--- src/rtl/seq_alu_pkg.sv ---
// Shared definitions for the sequential ALU: operation codes and FSM state encoding.
package seq_alu_pkg;

  typedef enum logic [1:0] {
    FUNC_ADD = 2'b00,
    FUNC_SUB = 2'b01,
    FUNC_MUL = 2'b10,
    FUNC_DIV = 2'b11
  } func_t;

  typedef enum logic [1:0] {
    IDLE = 2'b00,
    DIV  = 2'b01,
    DONE = 2'b10
  } state_t;

endpackage

--- src/rtl/seq_alu_if.sv ---
// Request/result bundle of seq_alu; the master issues operations, the ALU is the slave.
// Handshake: start is a request that is accepted on a rising edge only while busy is low
// (it is ignored otherwise, never queued); each accepted request produces exactly one
// one-cycle done pulse, and out/overflow/div_by_zero are valid from done until the next result.
interface seq_alu_if
  import seq_alu_pkg::*;
#(
  parameter int WIDTH = 6
);
  logic                 start;
  logic [WIDTH-1:0]     a;
  logic [WIDTH-1:0]     b;
  logic [1:0]           func;
  logic                 busy;
  logic                 done;
  logic [2*WIDTH-1:0]   out;
  logic                 overflow;
  logic                 div_by_zero;
  state_t               dbg_state;

  modport master (
    output start, a, b, func,
    input  busy, done, out, overflow, div_by_zero, dbg_state
  );

  modport slave (
    input  start, a, b, func,
    output busy, done, out, overflow, div_by_zero, dbg_state
  );
endinterface

--- src/rtl/seq_alu_divider.sv ---
// Unsigned restoring divider, one quotient bit per clock, WIDTH iterations after load.
// ready marks the cycle whose edge completes the last iteration; quotient/remainder show that result.
module seq_alu_divider #(
  parameter int WIDTH = 6
) (
  input  logic             clk,
  input  logic             rst,
  input  logic             load,
  input  logic [WIDTH-1:0] dividend,
  input  logic [WIDTH-1:0] divisor,
  output logic [WIDTH-1:0] quotient,
  output logic [WIDTH-1:0] remainder,
  output logic             ready
);
  localparam int CW = $clog2(WIDTH);
  localparam logic [CW-1:0] LAST = CW'(WIDTH - 1);

  logic [WIDTH-1:0] rem_q, rem_d, quo_q, quo_d, dvs_q, dvs_d;
  logic [CW-1:0]    cnt_q, cnt_d;
  logic             active_q, active_d;
  logic [WIDTH:0]   rem_sh, diff;
  logic [WIDTH-1:0] step_rem, step_quo;

  always_comb begin
    // Shift the next dividend bit into the partial remainder and trial-subtract.
    rem_sh   = {rem_q, quo_q[WIDTH-1]};
    diff     = rem_sh - {1'b0, dvs_q};
    step_rem = diff[WIDTH] ? rem_sh[WIDTH-1:0] : diff[WIDTH-1:0];
    step_quo = {quo_q[WIDTH-2:0], ~diff[WIDTH]};
  end

  always_comb begin
    rem_d    = rem_q;
    quo_d    = quo_q;
    dvs_d    = dvs_q;
    cnt_d    = cnt_q;
    active_d = active_q;
    if (load) begin
      rem_d    = '0;
      quo_d    = dividend;
      dvs_d    = divisor;
      cnt_d    = '0;
      active_d = 1'b1;
    end else if (active_q) begin
      rem_d = step_rem;
      quo_d = step_quo;
      if (cnt_q == LAST) begin
        cnt_d    = '0;
        active_d = 1'b0;
      end else begin
        cnt_d = cnt_q + CW'(1);
      end
    end
  end

  always_ff @(posedge clk or posedge rst) begin
    if (rst) begin
      rem_q    <= '0;
      quo_q    <= '0;
      dvs_q    <= '0;
      cnt_q    <= '0;
      active_q <= 1'b0;
    end else begin
      rem_q    <= rem_d;
      quo_q    <= quo_d;
      dvs_q    <= dvs_d;
      cnt_q    <= cnt_d;
      active_q <= active_d;
    end
  end

  assign quotient  = step_quo;
  assign remainder = step_rem;
  assign ready     = active_q && (cnt_q == LAST);

endmodule

--- src/rtl/seq_alu.sv ---
// Sequential ALU: single-cycle add/sub/mul, multi-cycle division through seq_alu_divider.
// Define SEQ_ALU_SIGNED_DIV_EN for signed division; the default build divides unsigned.
module seq_alu
  import seq_alu_pkg::*;
#(
  parameter int WIDTH = 6
) (
  input  logic     clk,
  input  logic     rst,
  seq_alu_if.slave bus
);
  localparam int W2 = 2 * WIDTH;

  state_t          state_q, state_d;
  logic [W2-1:0]   out_q, out_d;
  logic            ovf_q, ovf_d, dbz_q, dbz_d;
  logic            q_neg_q, q_neg_d, r_neg_q, r_neg_d, div_ovf_q, div_ovf_d;

  func_t            func;
  logic             accept, div_load, div_ready;
  logic             q_neg_in, r_neg_in, div_ovf_in;
  logic [WIDTH-1:0] dvd_in, dvs_in, quo_raw, rem_raw, quo_fix, rem_fix;
  logic [WIDTH:0]   sum_ext, dif_ext;
  logic [W2-1:0]    a_wide, b_wide, prod;

  assign func     = func_t'(bus.func);
  assign accept   = (state_q == IDLE) && bus.start;
  assign div_load = accept && (func == FUNC_DIV) && (bus.b != '0);

  always_comb begin
    sum_ext = {bus.a[WIDTH-1], bus.a} + {bus.b[WIDTH-1], bus.b};
    dif_ext = {bus.a[WIDTH-1], bus.a} - {bus.b[WIDTH-1], bus.b};
    a_wide  = {{WIDTH{bus.a[WIDTH-1]}}, bus.a};
    b_wide  = {{WIDTH{bus.b[WIDTH-1]}}, bus.b};
    prod    = a_wide * b_wide;
`ifdef SEQ_ALU_SIGNED_DIV_EN
    // MIN negates to itself, which is still the correct unsigned magnitude.
    dvd_in     = bus.a[WIDTH-1] ? -bus.a : bus.a;
    dvs_in     = bus.b[WIDTH-1] ? -bus.b : bus.b;
    q_neg_in   = bus.a[WIDTH-1] ^ bus.b[WIDTH-1];
    r_neg_in   = bus.a[WIDTH-1];
    div_ovf_in = (bus.a == {1'b1, {(WIDTH-1){1'b0}}}) && (bus.b == '1);
`else
    dvd_in     = bus.a;
    dvs_in     = bus.b;
    q_neg_in   = 1'b0;
    r_neg_in   = 1'b0;
    div_ovf_in = 1'b0;
`endif
    quo_fix = q_neg_q ? -quo_raw : quo_raw;
    rem_fix = r_neg_q ? -rem_raw : rem_raw;
  end

  seq_alu_divider #(.WIDTH(WIDTH)) u_divider (
    .clk       (clk),
    .rst       (rst),
    .load      (div_load),
    .dividend  (dvd_in),
    .divisor   (dvs_in),
    .quotient  (quo_raw),
    .remainder (rem_raw),
    .ready     (div_ready)
  );

  always_ff @(posedge clk or posedge rst) begin
    if (rst) begin
      state_q   <= IDLE;
      out_q     <= '0;
      ovf_q     <= 1'b0;
      dbz_q     <= 1'b0;
      q_neg_q   <= 1'b0;
      r_neg_q   <= 1'b0;
      div_ovf_q <= 1'b0;
    end else begin
      state_q   <= state_d;
      out_q     <= out_d;
      ovf_q     <= ovf_d;
      dbz_q     <= dbz_d;
      q_neg_q   <= q_neg_d;
      r_neg_q   <= r_neg_d;
      div_ovf_q <= div_ovf_d;
    end
  end

  always_comb begin
    state_d = state_q;
    case (state_q)
      IDLE:    if (bus.start) state_d = div_load ? DIV : DONE;
      DIV:     if (div_ready) state_d = DONE;
      DONE:    state_d = IDLE;
      default: state_d = IDLE;
    endcase
  end

  always_comb begin
    out_d     = out_q;
    ovf_d     = ovf_q;
    dbz_d     = dbz_q;
    q_neg_d   = q_neg_q;
    r_neg_d   = r_neg_q;
    div_ovf_d = div_ovf_q;
    if (accept) begin
      case (func)
        FUNC_ADD: begin
          out_d = {{WIDTH{sum_ext[WIDTH-1]}}, sum_ext[WIDTH-1:0]};
          ovf_d = sum_ext[WIDTH] ^ sum_ext[WIDTH-1];
          dbz_d = 1'b0;
        end
        FUNC_SUB: begin
          out_d = {{WIDTH{dif_ext[WIDTH-1]}}, dif_ext[WIDTH-1:0]};
          ovf_d = dif_ext[WIDTH] ^ dif_ext[WIDTH-1];
          dbz_d = 1'b0;
        end
        FUNC_MUL: begin
          out_d = prod;
          ovf_d = 1'b0;
          dbz_d = 1'b0;
        end
        FUNC_DIV: begin
          if (bus.b == '0) begin
            out_d = {{WIDTH{1'b1}}, bus.a};
            ovf_d = 1'b0;
            dbz_d = 1'b1;
          end else begin
            // Result lands later; only the sign fix-up context is captured now.
            q_neg_d   = q_neg_in;
            r_neg_d   = r_neg_in;
            div_ovf_d = div_ovf_in;
          end
        end
        default: ;
      endcase
    end else if ((state_q == DIV) && div_ready) begin
      out_d = {quo_fix, rem_fix};
      ovf_d = div_ovf_q;
      dbz_d = 1'b0;
    end
  end

  assign bus.busy        = (state_q != IDLE);
  assign bus.done        = (state_q == DONE);
  assign bus.out         = out_q;
  assign bus.overflow    = ovf_q;
  assign bus.div_by_zero = dbz_q;
  assign bus.dbg_state   = state_q;

endmodule

--- src/flat_wrapper.sv ---
// flat-port wrapper written by rule: the top's interface ports become plain ports
module seq_alu_flat import seq_alu_pkg::*;
#(
  parameter int WIDTH = 6
)
  (clk, rst, bus_start, bus_a, bus_b, bus_func, bus_busy, bus_done, bus_out, bus_overflow, bus_div_by_zero, bus_dbg_state);
  seq_alu_if #(.WIDTH(WIDTH)) bus_i ();
  input  logic clk;
  input  logic rst;
  input wire logic [$bits(bus_i.start)-1:0] bus_start;
  input wire logic [$bits(bus_i.a)-1:0] bus_a;
  input wire logic [$bits(bus_i.b)-1:0] bus_b;
  input wire logic [$bits(bus_i.func)-1:0] bus_func;
  output wire logic [$bits(bus_i.busy)-1:0] bus_busy;
  output wire logic [$bits(bus_i.done)-1:0] bus_done;
  output wire logic [$bits(bus_i.out)-1:0] bus_out;
  output wire logic [$bits(bus_i.overflow)-1:0] bus_overflow;
  output wire logic [$bits(bus_i.div_by_zero)-1:0] bus_div_by_zero;
  output wire logic [$bits(bus_i.dbg_state)-1:0] bus_dbg_state;
  assign bus_i.start = bus_start;
  assign bus_i.a = bus_a;
  assign bus_i.b = bus_b;
  assign bus_i.func = bus_func;
  assign bus_busy = bus_i.busy;
  assign bus_done = bus_i.done;
  assign bus_out = bus_i.out;
  assign bus_overflow = bus_i.overflow;
  assign bus_div_by_zero = bus_i.div_by_zero;
  assign bus_dbg_state = bus_i.dbg_state;
  seq_alu #(.WIDTH(WIDTH)) u_core (.clk(clk), .rst(rst), .bus(bus_i));
endmodule
--- config.mk ---
export PLATFORM = sky130hd
export DESIGN_NAME = seq_alu_flat
export DESIGN_NICKNAME = d
export VERILOG_FILES = /design/src/rtl/seq_alu_pkg.sv /design/src/rtl/seq_alu_if.sv /design/src/rtl/seq_alu_divider.sv /design/src/rtl/seq_alu.sv /design/src/flat_wrapper.sv
export SDC_FILE = /design/constraint.sdc
export NUM_CORES = 1
export LEC_CHECK = 0
export ABC_AREA = 1
export CAP_MARGIN = 25
export CORE_MARGIN = 2
export CORE_UTILIZATION = 55
export CTS_CLUSTER_DIAMETER = 100
export CTS_CLUSTER_SIZE = 24
export DETAILED_ROUTE_END_ITERATION = 8
export HOLD_SLACK_MARGIN = 0.06
export PLACE_DENSITY_LB_ADDON = 0.3
export SETUP_SLACK_MARGIN = 0.1
export SYNTH_ARGS = -nofsm -noshare
export SYNTH_HDL_FRONTEND = slang
export SYNTH_SLANG_ARGS = --single-unit
--- constraint.sdc ---
create_clock -name clk -period 2.29 [get_ports clk]
set_input_delay 0.458 -clock clk [delete_from_list [all_inputs] [get_ports clk]]
set_output_delay 0.458 -clock clk [all_outputs]
set_load 0.05 [all_outputs]
==> metrics.txt, run 1 <==
# TYPE chip_impl_metric gauge
chip_impl_info{name="status",value="complete, but fails checks"} 1
chip_impl_info{name="violations_in_the_final_reports",value="setup timing"} 1
chip_impl_metric{name="syn_nets",unit=""} 682
chip_impl_metric{name="grt_use_total",unit="%"} 29.4
chip_impl_info{name="worstSetupStartpoint",value="bus_b[4]"} 1
chip_impl_metric{name="die_ar",unit="sq um"} 8610
chip_impl_metric{name="worst_ir_drop_vdd",unit="uV"} 486
chip_impl_metric{name="synth_edf_count",unit=""} 0
chip_impl_info{name="cpLargestDelayFamily",value="adder cells"} 1
chip_impl_metric{name="clkSlewWorstSetupHoldPaths",unit="ns"} 0.08
chip_impl_metric{name="syn-instance-count",unit=""} 596
chip_impl_metric{name="maxClockFrequency",unit="MHz"} 283
chip_impl_metric{name="numCtsBuffers",unit=""} 5
chip_impl_info{name="setup.worst_path.end_class",value="flop"} 1
chip_impl_metric{name="mappedNetlistArea",unit="sq um"} 4340
chip_impl_metric{name="place.gp.congestion",unit=""} 0.912
chip_impl_metric{name="synthesis.area_per_instance",unit="sq um"} 7.28
chip_impl_metric{name="n_antenna_cell",unit=""} 0
chip_impl_metric{name="power_density",unit="nW/um^2"} 1170
chip_impl_metric{name="grt_max_degree",unit=""} 39
chip_impl_metric{name="global_route_wire_length_before_repair",unit="um"} 20200
chip_impl_metric{name="worst_skew_pair.late_latency",unit="ns"} 0.30
chip_impl_info{name="yosys-top-cells-count",value="sky130_fd_sc_hd__nand2_1, sky130_fd_sc_hd__inv_1, sky130_fd_sc_hd__ha_1"} 1
chip_impl_metric{name="numClockSinks",unit=""} 38
chip_impl_info{name="yosys_top_cell_by_area",value="sky130_fd_sc_hd__dfrtp_1"} 1
chip_impl_metric{name="yosysWarnings",unit=""} 0
chip_impl_metric{name="dr_total_vias",unit=""} 4379
chip_impl_metric{name="place_inst",unit=""} 787
chip_impl_info{name="worst_path_max_delay_cell",value="sky130_fd_sc_hd__fa_1"} 1
chip_impl_metric{name="dpl.hpwl",unit="um"} 9610
chip_impl_info{name="cts.root.buffer_cell",value="sky130_fd_sc_hd__clkbuf_8"} 1
chip_impl_metric{name="dr.first_iter.drc_count",unit=""} 223
chip_impl_info{name="critical_path.reg2reg.startpoint",value="u_core.u_divider.quo_q[5]$_DFFE_PP0P_"} 1
chip_impl_info{name="post_synth_main_area_contributors",value="sky130_fd_sc_hd__dfrtp_1, sky130_fd_sc_hd__nand2_1, sky130_fd_sc_hd__fa_1"} 1
chip_impl_metric{name="fin_ws",unit="ns"} -1.24
chip_impl_metric{name="timing.slew.headroom",unit="%"} 66.5
chip_impl_metric{name="vias_per_cell",unit=""} 5.38
chip_impl_metric{name="critical_path_cell_count",unit=""} 18
chip_impl_metric{name="timing.final.crit_period",unit="ns"} 3.53
chip_impl_metric{name="fillers",unit=""} 534
chip_impl_metric{name="detail_route.first_pass.iterations",unit=""} 6
chip_impl_info{name="grt_setup_unrepaired",value="true"} 1
chip_impl_metric{name="cts_hold_repair.buffers",unit=""} 0
chip_impl_info{name="worstHoldPathType",value="flop to flop"} 1
chip_impl_metric{name="worstPathBufferInverterCount",unit=""} 4
chip_impl_metric{name="antenna_found_initial",unit=""} 0
chip_impl_metric{name="yosys_register_bits",unit=""} 38
chip_impl_metric{name="wire_per_inst",unit="um"} 15.6
chip_impl_metric{name="length_in_cells_of_the_worst_reg_to_reg_path",unit=""} 11
chip_impl_metric{name="die_width",unit="um"} 92.8
chip_impl_metric{name="drv.max_cap_violation_count",unit=""} 0
chip_impl_metric{name="power_leakage",unit="uW"} 0.00310
chip_impl_metric{name="area.growth.synth_to_final",unit="%"} 37.1
chip_impl_metric{name="drtAntennaViolNets",unit=""} 0
chip_impl_metric{name="rrSetupSlack",unit="ns"} 0.16
chip_impl_metric{name="synth.yosys.seq_area_share",unit="%"} 21.9
chip_impl_metric{name="finalNonFillerCells",unit=""} 814
chip_impl_info{name="worstSetupEndpoint",value="u_core.bus.out[10]$_DFFE_PP0P_"} 1
chip_impl_metric{name="setup_viol",unit=""} 9
chip_impl_metric{name="critical_path_arrival",unit="ns"} 3.73
chip_impl_metric{name="numPortBuffers",unit=""} 34
chip_impl_metric{name="number_of_primary_i_o_pins",unit=""} 35
chip_impl_metric{name="layout-drive-gt1-share",unit="%"} 32.2
chip_impl_metric{name="core.rowCount",unit=""} 32
chip_impl_metric{name="fin_hold_ws",unit="ns"} 0.476
chip_impl_metric{name="final_routed_drc_violation_total",unit=""} 0
chip_impl_info{name="synthMostInstantiatedCell",value="sky130_fd_sc_hd__nand2_1"} 1
chip_impl_metric{name="ctsHtreeMaxLevel",unit=""} 2
chip_impl_metric{name="final.setup_skew",unit="ns"} 0.0114
chip_impl_metric{name="num-nets-final",unit=""} 797
chip_impl_metric{name="crit_fanout",unit=""} 4
chip_impl_metric{name="netlist.area_leader.share",unit="%"} 21.9
chip_impl_metric{name="grt_pass1_vias",unit=""} 4313
chip_impl_metric{name="timing.critical_path.required",unit="ns"} 2.49
chip_impl_info{name="crit_chain",value="buf_4 -> ha_4 -> fa_1 -> inv_1 -> fa_1 -> fa_1 -> inv_2 -> ha_4 -> ha_4 -> nand2_4 -> inv_2 -> nand4_1 -> o211ai_1 -> a21oi_1 -> o21ai_1 -> nand2_1 -> nand2_1 -> nand2_1"} 1
chip_impl_metric{name="ctsLongestPathBuffers",unit=""} 2
chip_impl_metric{name="synth-async-reset-ratio",unit="%"} 100
chip_impl_metric{name="worst_tran_pin_value",unit="ns"} 0.501
chip_impl_metric{name="wl",unit="um"} 12700
chip_impl_metric{name="drv_slew",unit=""} 0
chip_impl_metric{name="timing_hold_violations_final",unit=""} 0
chip_impl_metric{name="initial_utilization",unit="%"} 56.4
chip_impl_info{name="cts_tree",value="yes"} 1
chip_impl_info{name="timing_worst_setup_path_type",value="primary input to flop"} 1
chip_impl_metric{name="post_synth_num_cell_types",unit=""} 39
chip_impl_info{name="critical_path.reg2reg.endpoint",value="u_core.bus.out[4]$_DFFE_PP0P_"} 1
chip_impl_metric{name="core_area",unit="sq um"} 7690
chip_impl_metric{name="fin_crit_sh",unit="%"} 154
chip_impl_metric{name="global_route.overflow_total",unit=""} 0
chip_impl_info{name="ys_dominant_reg_cell",value="sky130_fd_sc_hd__dfrtp_1"} 1
chip_impl_info{name="kind_of_start_point_of_the_critical_path",value="primary input"} 1
chip_impl_metric{name="critical_path.max_stage_delay",unit="ns"} 0.55
chip_impl_metric{name="die_height",unit="um"} 92.8
==> where the power goes <==
part	internal, uW	switching [uW]	total, uW
clock network	215	253	468
registers	993	220	1210
logic	2150	3150	5290
total	3360	3620	6970
==> cell families after synthesis <==
| group | count (synthesis) | synth area share [%] |
|---|---|---|
| AO/OA/AOI/OAI | 77 | 11.0 |
| XOR/XNOR | 9 | 1.82 |
| adder cells (fa/ha/maj) | 69 | 24.9 |
| buffers and inverters | 130 | 12.3 |
| flip-flops | 38 | 21.9 |
| AND/OR/NAND/NOR | 273 | 28.0 |
==> layout by cell type, fill, tap and decap left out, types with 3 or more instances in the layout <==
cell	n
sky130_fd_sc_hd__a21oi_1	16
sky130_fd_sc_hd__a21oi_2	11
sky130_fd_sc_hd__buf_4	77
sky130_fd_sc_hd__buf_6	15
sky130_fd_sc_hd__buf_8	6
sky130_fd_sc_hd__clkbuf_8	5
sky130_fd_sc_hd__clkdlybuf4s50_1	22
sky130_fd_sc_hd__dfrtp_1	38
sky130_fd_sc_hd__fa_1	23
sky130_fd_sc_hd__fa_2	6
sky130_fd_sc_hd__ha_1	20
sky130_fd_sc_hd__ha_4	18
sky130_fd_sc_hd__inv_1	94
sky130_fd_sc_hd__inv_2	21
sky130_fd_sc_hd__nand2_1	149
sky130_fd_sc_hd__nand2_2	27
sky130_fd_sc_hd__nand2_4	9
sky130_fd_sc_hd__nand3_1	23
sky130_fd_sc_hd__nand3_2	8
sky130_fd_sc_hd__nand4_1	12
sky130_fd_sc_hd__nor2_1	31
sky130_fd_sc_hd__nor2_2	5
sky130_fd_sc_hd__nor2_4	3
sky130_fd_sc_hd__o21ai_0	19
sky130_fd_sc_hd__o21ai_1	6
sky130_fd_sc_hd__o21ai_2	4
sky130_fd_sc_hd__o221ai_1	6
sky130_fd_sc_hd__o22ai_1	4
sky130_fd_sc_hd__xnor2_1	7
==> worst min path at each step <==
| stage | start | cells past startpoint | slack [ns] | end |
|---|---|---|---|---|
| final | u_core.bus.out[10]$_DFFE_PP0P_ | 2 | 0.48 | u_core.bus.out[10]$_DFFE_PP0P_ |
| after global routing | u_core.bus.out[11]$_DFFE_PP0P_ | 2 | 0.51 | u_core.bus.out[11]$_DFFE_PP0P_ |
| after CTS | u_core.bus.out[10]$_DFFE_PP0P_ | 2 | 0.48 | u_core.bus.out[10]$_DFFE_PP0P_ |
| after detailed placement | u_core.bus.out[10]$_DFFE_PP0P_ | 2 | 0.47 | u_core.bus.out[10]$_DFFE_PP0P_ |
| after global placement | u_core.bus.div_by_zero$_DFFE_PP0P_ | 2 | 0.46 | u_core.bus.div_by_zero$_DFFE_PP0P_ |
| after floorplan | u_core.u_divider.dvs_q[1]$_DFFE_PP0P_ | 2 | 0.45 | u_core.u_divider.dvs_q[1]$_DFFE_PP0P_ |
==> registers in the layout (all words and copies together), names as in the netlist <==
name / flops
u_core.bus.out: 12
u_core.u_divider.rem_q: 6
u_core.u_divider.cnt_q: 3
u_core.bus.div_by_zero: 1
u_core.u_divider.quo_q: 6
u_core.u_divider.active_q: 1
u_core.bus.overflow: 1
u_core.u_divider.dvs_q: 6
u_core.bus.dbg_state: 2
==> final cells by class <==
| type | instances | area [sq um] | area share [%] |
|---|---|---|---|
| Multi-Input combinational cell | 428 | 3270 | 55.1 |
| Sequential cell | 38 | 951 | 16.0 |
| Inverter | 117 | 444 | 7.47 |
| Timing Repair Buffer | 121 | 1060 | 17.9 |
| Clock buffer | 6 | 72.6 | 1.22 |
| Clock inverter | 2 | 13.8 | 0.232 |
| Tap cell | 102 | 128 | 2.15 |
==> layer usage <==
metal	track usage [%]	up-vias	routed length, um
met5	0	-	0
met4	11.3	0	504
met3	3.34	42	543
met2	52.4	155	6460
met1	36.3	2081	5150
li1	-	2101	-
==> repair_timing <==
action	CTS	global route
endpoints found under the setup margin	12	18
pin swaps	43	43
setup buffers	6	13
gates resized for setup	104	49
==> worst min-delay path: stages (launching register included) <==
cell and delay [ns]:
sky130_fd_sc_hd__dfrtp_1 0.35, sky130_fd_sc_hd__nand2_1 0.05, sky130_fd_sc_hd__nand2_1 0.05
==> through the flow <==
stage | area (sq um) | util (%) | power (uW) | setup slack (ns) | TNS (ns)
6_report | 5940 | 77.3 | 6970 | -1.24 | -9.32
5_1_grt | 5940 | 77.3 | 7490 | -1.34 | -10.21
4_1_cts | 5650 | 73.5 | 6530 | -1.22 | -9.18
3_5_place_dp | 5400 | 70.2 | 5860 | -2.03 | -17.60
3_3_place_gp | 5400 | 70.2 | 5670 | -1.92 | -16.80
2_1_floorplan | 4540 | - | 4570 | -1.30 | -9.18
No activity file was read; power rests on OpenSTA's default activity.
==> run 2: changes to the inputs <==
--- a/config.mk
+++ b/config.mk
@@ -5,7 +5,7 @@
 export SDC_FILE = /design/constraint.sdc
 export NUM_CORES = 1
 export LEC_CHECK = 0
-export ABC_AREA = 1
+export ABC_AREA = 0
 export CAP_MARGIN = 25
 export CORE_MARGIN = 2
 export CORE_UTILIZATION = 55
@@ -14,6 +14,7 @@
 export DETAILED_ROUTE_END_ITERATION = 8
 export HOLD_SLACK_MARGIN = 0.06
 export PLACE_DENSITY_LB_ADDON = 0.3
+export RECOVER_POWER = 25
 export SETUP_SLACK_MARGIN = 0.1
 export SYNTH_ARGS = -nofsm -noshare
 export SYNTH_HDL_FRONTEND = slang
==> metrics.txt, run 2 <==
# TYPE chip_impl_metric gauge
chip_impl_info{name="status",value="complete, but fails checks"} 1
chip_impl_info{name="violations_in_the_final_reports",value="setup timing"} 1
chip_impl_metric{name="yosysWarnings",unit=""} 0
chip_impl_metric{name="setup_viol",unit=""} 19
chip_impl_metric{name="clkSlewWorstSetupHoldPaths",unit="ns"} 0.08
chip_impl_metric{name="synth.yosys.seq_area_share",unit="%"} 23.6
chip_impl_metric{name="rrSetupSlack",unit="ns"} -0.24
chip_impl_metric{name="timing.final.crit_period",unit="ns"} 4.01
chip_impl_info{name="setup.worst_path.end_class",value="flop"} 1
chip_impl_metric{name="setup_tns",unit="ns"} -14.40
chip_impl_metric{name="power_leakage",unit="uW"} 0.00266
chip_impl_info{name="timing_worst_setup_path_type",value="primary input to flop"} 1
chip_impl_info{name="yosys_top_cell_by_area",value="sky130_fd_sc_hd__dfrtp_1"} 1
chip_impl_metric{name="layout-drive-gt1-share",unit="%"} 40.2
chip_impl_metric{name="dr.first_iter.drc_count",unit=""} 398
chip_impl_metric{name="worst_skew_pair.late_latency",unit="ns"} 0.29
chip_impl_metric{name="ctsLongestPathBuffers",unit=""} 2
chip_impl_metric{name="n_antenna_cell",unit=""} 0
chip_impl_metric{name="wl",unit="um"} 15800
chip_impl_info{name="critical_path.reg2reg.startpoint",value="u_core.u_divider.quo_q[5]$_DFFE_PP0P_"} 1
chip_impl_info{name="ys_dominant_reg_cell",value="sky130_fd_sc_hd__dfrtp_1"} 1
chip_impl_metric{name="fraction_of_power_spent_switching_nets",unit="%"} 39.3
chip_impl_metric{name="numClockSinks",unit=""} 38
chip_impl_metric{name="cts_hold_repair.buffers",unit=""} 0
chip_impl_metric{name="initial_utilization",unit="%"} 56.2
chip_impl_metric{name="timing.critical_path.required",unit="ns"} 2.46
chip_impl_metric{name="largest_register_ffs",unit=""} 12
chip_impl_metric{name="total_power",unit="uW"} 3460
chip_impl_info{name="critical_path.reg2reg.endpoint",value="u_core.bus.out[4]$_DFFE_PP0P_"} 1
chip_impl_metric{name="die_height",unit="um"} 89.6
chip_impl_metric{name="min_delay_path_depth",unit=""} 2
chip_impl_metric{name="wire_per_inst",unit="um"} 23.2
chip_impl_metric{name="grt_max_degree",unit=""} 19
chip_impl_metric{name="num-nets-final",unit=""} 668
chip_impl_info{name="kind_of_start_point_of_the_critical_path",value="primary input"} 1
chip_impl_metric{name="final.setup_skew",unit="ns"} 0.00699
chip_impl_metric{name="numPortBuffers",unit=""} 34
chip_impl_metric{name="crit_fanout",unit=""} 3
chip_impl_metric{name="antenna_found_initial",unit=""} 0
chip_impl_metric{name="dpl_cell_area",unit="sq um"} 5180
chip_impl_metric{name="intPower",unit="uW"} 2100
chip_impl_info{name="post_synth_main_area_contributors",value="sky130_fd_sc_hd__dfrtp_1, sky130_fd_sc_hd__fa_1, sky130_fd_sc_hd__ha_1"} 1
chip_impl_info{name="cts.root.buffer_cell",value="sky130_fd_sc_hd__clkbuf_8"} 1
chip_impl_metric{name="syn_nets",unit=""} 534
chip_impl_metric{name="synth-async-reset-ratio",unit="%"} 100
chip_impl_info{name="worstHoldPathType",value="flop to flop"} 1
chip_impl_metric{name="ctsHtreeMaxLevel",unit=""} 2
chip_impl_metric{name="fin_crit_sh",unit="%"} 175
chip_impl_metric{name="core.rowCount",unit=""} 31
chip_impl_metric{name="met3_wirelength",unit="um"} 967
chip_impl_metric{name="reg_area",unit="sq um"} 951
chip_impl_metric{name="detailedPlace.worstSlack",unit="ns"} -2.40
chip_impl_metric{name="area.growth.synth_to_final",unit="%"} 51.0
chip_impl_metric{name="syn-instance-count",unit=""} 448
chip_impl_metric{name="mappedNetlistArea",unit="sq um"} 4030
chip_impl_metric{name="fillers",unit=""} 358
chip_impl_info{name="cts_tree",value="yes"} 1
chip_impl_metric{name="yosys_register_bits",unit=""} 38
chip_impl_metric{name="length_in_cells_of_the_worst_reg_to_reg_path",unit=""} 10
chip_impl_metric{name="grt_use_total",unit="%"} 36.7
chip_impl_metric{name="timing.slew.headroom",unit="%"} 54.5
chip_impl_info{name="topRoutingLayerUsed",value="met4"} 1
chip_impl_metric{name="synth_edf_count",unit=""} 0
chip_impl_metric{name="pwr-share-comb",unit="%"} 63.7
chip_impl_metric{name="fin_ws",unit="ns"} -1.72
chip_impl_info{name="grt_setup_unrepaired",value="true"} 1
chip_impl_metric{name="seq_power_share",unit="%"} 19.4
chip_impl_info{name="hold_end",value="u_core.bus.out[3]$_DFFE_PP0P_"} 1
chip_impl_info{name="final_cell_mix",value="sky130_fd_sc_hd__buf_4, sky130_fd_sc_hd__inv_1, sky130_fd_sc_hd__dfrtp_1"} 1
chip_impl_metric{name="detail_route.first_pass.iterations",unit=""} 6
chip_impl_metric{name="netlist.area_leader.share",unit="%"} 23.6
chip_impl_info{name="most_frequent_standard_cell_in_the_layout_excluding_fill_and_tap_cells",value="sky130_fd_sc_hd__buf_4"} 1
chip_impl_metric{name="global_route.overflow_total",unit=""} 0
chip_impl_metric{name="place.gp.congestion",unit=""} 0.907
chip_impl_metric{name="die_ar",unit="sq um"} 8040
chip_impl_metric{name="global_route_wire_length_before_repair",unit="um"} 21800
chip_impl_metric{name="dpl.hpwl",unit="um"} 9500
chip_impl_info{name="timing.hold.worst.start",value="u_core.bus.out[3]$_DFFE_PP0P_"} 1
chip_impl_metric{name="final_routed_drc_violation_total",unit=""} 0
chip_impl_metric{name="timing_hold_violations_final",unit=""} 0
chip_impl_metric{name="post_synth_num_cell_types",unit=""} 52
chip_impl_metric{name="grt_pass1_vias",unit=""} 4306
chip_impl_info{name="synthMostInstantiatedCell",value="sky130_fd_sc_hd__inv_1"} 1
chip_impl_metric{name="die_width",unit="um"} 89.6
chip_impl_metric{name="drtAntennaViolNets",unit=""} 0
chip_impl_metric{name="worst_ir_drop_vdd",unit="uV"} 552
chip_impl_metric{name="wl_met1",unit="um"} 5450
chip_impl_metric{name="maxClockFrequency",unit="MHz"} 249
chip_impl_metric{name="area_occupied_by_multi_input_gates",unit="sq um"} 3440
chip_impl_metric{name="numCtsBuffers",unit=""} 5
chip_impl_metric{name="final_design_area_no_fill",unit="sq um"} 6090
chip_impl_metric{name="critical_path_arrival",unit="ns"} 4.19
chip_impl_metric{name="power_density",unit="nW/um^2"} 569
chip_impl_metric{name="switching_power",unit="uW"} 1360
chip_impl_metric{name="worst_tran_pin_value",unit="ns"} 0.682
chip_impl_metric{name="number_of_primary_i_o_pins",unit=""} 35
chip_impl_metric{name="core_area",unit="sq um"} 7180
chip_impl_metric{name="drv_slew",unit=""} 0
chip_impl_metric{name="p_clk_share",unit="%"} 16.9
chip_impl_metric{name="drv.max_cap_violation_count",unit=""} 0
chip_impl_info{name="yosys-top-cells-count",value="sky130_fd_sc_hd__inv_1, sky130_fd_sc_hd__ha_1, sky130_fd_sc_hd__dfrtp_1"} 1
chip_impl_metric{name="met2_length",unit="um"} 8060
chip_impl_metric{name="dr_total_vias",unit=""} 4292
chip_impl_metric{name="synthesis.area_per_instance",unit="sq um"} 9.00
chip_impl_metric{name="vias_per_cell",unit=""} 6.30
==> run 2: logic make-up (layout without fill, tap and decap cells) <==
family / after synthesis / in the layout / share of synthesized area (%)
xor gates and xnor gates: 21 / 21 / 4.56
DFF: 38 / 38 / 23.6
adders and majority gates: 69 / 69 / 26.8
and+or+nand+nor: 118 / 118 / 14.3
buffers and inverters: 68 / 202 / 6.76
AOI/OAI and AO/OA: 109 / 109 / 17.7
muxes: 25 / 25 / 6.30
==> run 2: layout make-up <==
class / count / share of cell area (%)
clock buffers: 6 / 1.36
clock inverters: 1 / 0.493
inverters: 51 / 3.53
multi-input cells: 342 / 56.4
flip-flops and latches: 38 / 15.6
well taps: 99 / 2.03
repair buffers: 144 / 20.5
==> run 2: how the worst max path moves through the flow <==
stage,from,to,slack [ns],cells after the start
after detailed placement,bus_b[4],u_core.bus.out[9]$_DFFE_PP0P_,-2.40,14
final,bus_a[5],u_core.bus.out[10]$_DFFE_PP0P_,-1.72,14
after global placement,bus_b[4],u_core.bus.out[11]$_DFFE_PP0P_,-2.26,14
after floorplan,bus_a[0],u_core.bus.out[11]$_DFFE_PP0P_,-1.42,14
after CTS,bus_a[0],u_core.bus.out[11]$_DFFE_PP0P_,-1.56,17
after global routing,bus_a[0],u_core.bus.out[10]$_DFFE_PP0P_,-1.81,15
==> run 2: through the flow <==
step	instances	hold slack [ns]	util [%]
global placement	649	0.479	72.2
floorplan	448	0.492	-
CTS	676	0.493	82.1
global route	681	0.545	84.9
finish	681	0.523	84.9
detailed placement	649	0.477	72.2
==> run 2: per-layer routing <==
| metal | vias to the layer above | GRT usage, % |
|---|---|---|
| met3 | 138 | 4.84 |
| met1 | 2075 | 40.9 |
| met4 | 0 | 20.2 |
| li1 | 1800 | - |
| met2 | 279 | 67.0 |
| met5 | - | 0 |
==> run 2: critical path, stage by stage <==
cell and delay, ns:
sky130_fd_sc_hd__clkbuf_4 0.17, sky130_fd_sc_hd__nand2_2 0.07, sky130_fd_sc_hd__fa_1 0.47, sky130_fd_sc_hd__fa_1 0.53
sky130_fd_sc_hd__inv_1 0.05, sky130_fd_sc_hd__fa_1 0.49, sky130_fd_sc_hd__fa_2 0.56, sky130_fd_sc_hd__fa_2 0.41
sky130_fd_sc_hd__a211oi_2 0.34, sky130_fd_sc_hd__o21bai_1 0.10, sky130_fd_sc_hd__a21oi_1 0.20, sky130_fd_sc_hd__xnor2_1 0.10
sky130_fd_sc_hd__a21oi_1 0.15, sky130_fd_sc_hd__a21oi_1 0.08
==> run 2: repair_timing <==
item                                    CTS  global route
pin swaps                                61            45
setup buffers                            20             7
resized for setup                       148            39
endpoints found under the setup margin   36            20
==> run 2: power by group through the flow <==
stage | registers, uW | logic [uW] | clock network (uW)
2_1_floorplan | 684 | 979 | 0
3_3_place_gp | 684 | 1440 | 0
3_5_place_dp | 684 | 1500 | 0
4_1_cts | 671 | 1780 | 584
5_1_grt | 670 | 2310 | 611
6_report | 670 | 2210 | 586
==> run 3: changes to the inputs <==
--- a/config.mk
+++ b/config.mk
@@ -15,7 +15,7 @@
 export HOLD_SLACK_MARGIN = 0.06
 export PLACE_DENSITY_LB_ADDON = 0.3
 export RECOVER_POWER = 25
-export SETUP_SLACK_MARGIN = 0.1
+export SETUP_SLACK_MARGIN = 0.5
 export SYNTH_ARGS = -nofsm -noshare
 export SYNTH_HDL_FRONTEND = slang
 export SYNTH_SLANG_ARGS = --single-unit
==> metrics.txt, run 3 (same netlist as run 2, synthesis figures left out) <==
# TYPE chip_impl_metric gauge
chip_impl_metric{name="wire_per_inst",unit="um"} 21.7
chip_impl_metric{name="n_antenna_cell",unit=""} 0
chip_impl_metric{name="detail_route.first_pass.iterations",unit=""} 5
chip_impl_metric{name="timing.final.crit_period",unit="ns"} 3.90
chip_impl_metric{name="core_area",unit="sq um"} 7180
chip_impl_info{name="worstHoldPathType",value="flop to flop"} 1
chip_impl_metric{name="switching_power",unit="uW"} 1200
chip_impl_metric{name="num-nets-final",unit=""} 673
chip_impl_metric{name="grt_pass1_vias",unit=""} 4054
chip_impl_metric{name="dpl_cell_area",unit="sq um"} 5240
chip_impl_metric{name="detailedPlace.worstSlack",unit="ns"} -2.23
chip_impl_metric{name="die_height",unit="um"} 89.6
chip_impl_metric{name="worst_ir_drop_vdd",unit="uV"} 366
chip_impl_metric{name="place.gp.congestion",unit=""} 0.949
chip_impl_metric{name="met3_usage",unit="%"} 4.30
chip_impl_metric{name="largest_register_ffs",unit=""} 12
chip_impl_metric{name="dr_total_vias",unit=""} 4268
chip_impl_metric{name="die_ar",unit="sq um"} 8040
chip_impl_metric{name="clkSlewWorstSetupHoldPaths",unit="ns"} 0.07
chip_impl_info{name="worstSetupEndpoint",value="u_core.bus.out[11]$_DFFE_PP0P_"} 1
chip_impl_metric{name="area.growth.synth_to_final",unit="%"} 50.7
chip_impl_metric{name="vias_per_cell",unit=""} 6.23
chip_impl_metric{name="met2_capacity_usage_during_global_routing",unit="%"} 58.4
chip_impl_metric{name="seq_power_share",unit="%"} 21.9
chip_impl_metric{name="drtAntennaViolNets",unit=""} 0
chip_impl_metric{name="worst_skew_pair.late_latency",unit="ns"} 0.30
chip_impl_info{name="most_frequent_standard_cell_in_the_layout_excluding_fill_and_tap_cells",value="sky130_fd_sc_hd__buf_4"} 1
chip_impl_metric{name="ctsHtreeMaxLevel",unit=""} 2
chip_impl_metric{name="number_of_primary_i_o_pins",unit=""} 35
chip_impl_metric{name="initial_utilization",unit="%"} 56.2
chip_impl_metric{name="die_width",unit="um"} 89.6
chip_impl_metric{name="global_route.overflow_total",unit=""} 0
chip_impl_metric{name="grt_max_degree",unit=""} 39
chip_impl_metric{name="critical_path_arrival",unit="ns"} 4.08
chip_impl_metric{name="length_in_cells_of_the_worst_reg_to_reg_path",unit=""} 10
chip_impl_info{name="status",value="complete, but fails checks"} 1
chip_impl_metric{name="numCtsBuffers",unit=""} 5
chip_impl_metric{name="final.setup_skew",unit="ns"} 0.00667
chip_impl_metric{name="use_met1",unit="%"} 36.8
chip_impl_info{name="timing_worst_setup_path_type",value="primary input to flop"} 1
chip_impl_metric{name="timing_hold_violations_final",unit=""} 0
chip_impl_metric{name="worst_tran_pin_value",unit="ns"} 0.953
chip_impl_metric{name="timing.critical_path.required",unit="ns"} 2.47
chip_impl_metric{name="pwr-share-comb",unit="%"} 62.9
chip_impl_info{name="cts_tree",value="yes"} 1
chip_impl_metric{name="fin_ws",unit="ns"} -1.61
chip_impl_metric{name="cts_hold_repair.buffers",unit=""} 0
chip_impl_info{name="final_cell_mix",value="sky130_fd_sc_hd__buf_4, sky130_fd_sc_hd__inv_1, sky130_fd_sc_hd__dfrtp_1"} 1
chip_impl_metric{name="ctsLongestPathBuffers",unit=""} 2
chip_impl_info{name="critical_path.reg2reg.endpoint",value="u_core.bus.out[0]$_DFFE_PP0P_"} 1
chip_impl_metric{name="fraction_of_power_spent_switching_nets",unit="%"} 39.1
chip_impl_metric{name="dpl.hpwl",unit="um"} 8590
chip_impl_info{name="worstSetupStartpoint",value="bus_a[0]"} 1
chip_impl_metric{name="final_design_area_no_fill",unit="sq um"} 6080
chip_impl_metric{name="global_route_wire_length_before_repair",unit="um"} 19500
chip_impl_metric{name="layout-drive-gt1-share",unit="%"} 42.0
chip_impl_metric{name="crit_fanout",unit=""} 2
chip_impl_metric{name="final_routed_drc_violation_total",unit=""} 0
chip_impl_metric{name="antenna_found_initial",unit=""} 0
chip_impl_metric{name="intPower",unit="uW"} 1870
chip_impl_metric{name="drv_slew",unit=""} 0
chip_impl_metric{name="fin_crit_sh",unit="%"} 171
chip_impl_metric{name="p_clk_share",unit="%"} 15.2
chip_impl_metric{name="numPortBuffers",unit=""} 34
chip_impl_info{name="critical_path.reg2reg.startpoint",value="u_core.u_divider.dvs_q[0]$_DFFE_PP0P_"} 1
chip_impl_info{name="cts.root.buffer_cell",value="sky130_fd_sc_hd__clkbuf_8"} 1
chip_impl_metric{name="maxClockFrequency",unit="MHz"} 256
chip_impl_info{name="grt_busiest_layer",value="met2"} 1
chip_impl_info{name="kind_of_start_point_of_the_critical_path",value="primary input"} 1
chip_impl_metric{name="setup_viol",unit=""} 20
chip_impl_metric{name="core.rowCount",unit=""} 31
chip_impl_info{name="setup.worst_path.end_class",value="flop"} 1
chip_impl_metric{name="grt_use_total",unit="%"} 32.2
chip_impl_metric{name="drv.max_cap_violation_count",unit=""} 0
chip_impl_metric{name="rrSetupSlack",unit="ns"} -0.25
chip_impl_metric{name="numClockSinks",unit=""} 38
chip_impl_metric{name="timing.slew.headroom",unit="%"} 36.5
chip_impl_info{name="violations_in_the_final_reports",value="setup timing"} 1
chip_impl_info{name="grt_setup_unrepaired",value="true"} 1
chip_impl_metric{name="wl",unit="um"} 14900
chip_impl_metric{name="power_density",unit="nW/um^2"} 504
chip_impl_metric{name="dr.first_iter.drc_count",unit=""} 353
chip_impl_metric{name="power_leakage",unit="uW"} 0.00277
[run 3: changes by cell type in the layout (fill, tap and decap cells not counted), moves of 4 or more]
cell / before / now
sky130_fd_sc_hd__dlygate4sd2_1: 0 / 17
sky130_fd_sc_hd__nand2_1: 30 / 23
sky130_fd_sc_hd__clkdlybuf4s50_1: 21 / 2
sky130_fd_sc_hd__mux2i_4: 5 / 1
sky130_fd_sc_hd__o21ai_2: 2 / 7
sky130_fd_sc_hd__o21ai_1: 7 / 12
sky130_fd_sc_hd__nand2_2: 3 / 11
sky130_fd_sc_hd__o21ai_0: 21 / 9
[run 3: layout make-up]
| type | instances | area (sq um) |
|---|---|---|
| flip-flops and latches | 38 | 951 |
| well taps | 99 | 124 |
| clock buffers | 6 | 82.6 |
| repair buffers | 149 | 1340 |
| inverters | 51 | 220 |
| fillers | 369 | 1100 |
| multi-input cells | 342 | 3360 |
[run 3: routing by layer]
layer	vias up	wire length, um
met3	122	952
met2	272	7570
met4	0	1190
li1	1813	-
met5	-	0
met1	2061	5160
[run 3: worst min-delay path by stage]
stage	from	to	slack, ns	cells after the start
6_report	u_core.bus.overflow$_DFFE_PP0P_	u_core.bus.overflow$_DFFE_PP0P_	0.51	2
4_1_cts	u_core.bus.overflow$_DFFE_PP0P_	u_core.bus.overflow$_DFFE_PP0P_	0.49	2
2_1_floorplan	u_core.u_divider.dvs_q[2]$_DFFE_PP0P_	u_core.u_divider.dvs_q[2]$_DFFE_PP0P_	0.49	2
3_3_place_gp	u_core.bus.overflow$_DFFE_PP0P_	u_core.bus.overflow$_DFFE_PP0P_	0.47	2
3_5_place_dp	u_core.bus.overflow$_DFFE_PP0P_	u_core.bus.overflow$_DFFE_PP0P_	0.47	2
5_1_grt	u_core.bus.overflow$_DFFE_PP0P_	u_core.bus.overflow$_DFFE_PP0P_	0.54	2
[run 3: through the flow]
| step | power (uW) | utilization [%] | hold WS, ns | instances | TNS, ns |
|---|---|---|---|---|---|
| final | 3060 | 84.7 | 0.508 | 685 | -13.69 |
| after global routing | 3240 | 84.7 | 0.542 | 685 | -15.50 |
| after CTS | 2800 | 81.4 | 0.486 | 678 | -12.63 |
| after detailed placement | 2140 | 73.1 | 0.473 | 653 | -28.57 |
| after global placement | 2110 | 73.1 | 0.466 | 653 | -27.41 |
| after floorplan | 1670 | - | 0.489 | 448 | -10.81 |
[run 3: what timing repair did]
item / CTS / global route
pin swaps: 47 / 45
resized for setup: 162 / 39
endpoints found under the setup margin: 56 / 39
gates cloned: 3 / 0
buffers inserted: 16 / 7
[run 3: power groups by stage]
| stage | Clock [uW] | Combinational (uW) | Sequential (uW) |
|---|---|---|---|
| after floorplan | 0 | 986 | 684 |
| final | 466 | 1920 | 671 |
| after CTS | 459 | 1670 | 671 |
| after detailed placement | 0 | 1460 | 684 |
| after global routing | 488 | 2080 | 670 |
| after global placement | 0 | 1430 | 684 |
[run 3: critical path: stages]
cell	delay [ns]
sky130_fd_sc_hd__buf_6	0.09
sky130_fd_sc_hd__buf_8	0.12
sky130_fd_sc_hd__inv_16	0.05
sky130_fd_sc_hd__nand2_4	0.03
sky130_fd_sc_hd__fa_1	0.47
sky130_fd_sc_hd__fa_1	0.51
sky130_fd_sc_hd__inv_1	0.06
sky130_fd_sc_hd__fa_1	0.49
sky130_fd_sc_hd__fa_2	0.61
sky130_fd_sc_hd__buf_6	0.12
sky130_fd_sc_hd__ha_4	0.19
sky130_fd_sc_hd__a211oi_2	0.21
sky130_fd_sc_hd__o21ai_1	0.11
sky130_fd_sc_hd__a31oi_1	0.23
sky130_fd_sc_hd__xnor2_1	0.10
sky130_fd_sc_hd__a21oi_1	0.15
sky130_fd_sc_hd__a21oi_1	0.08
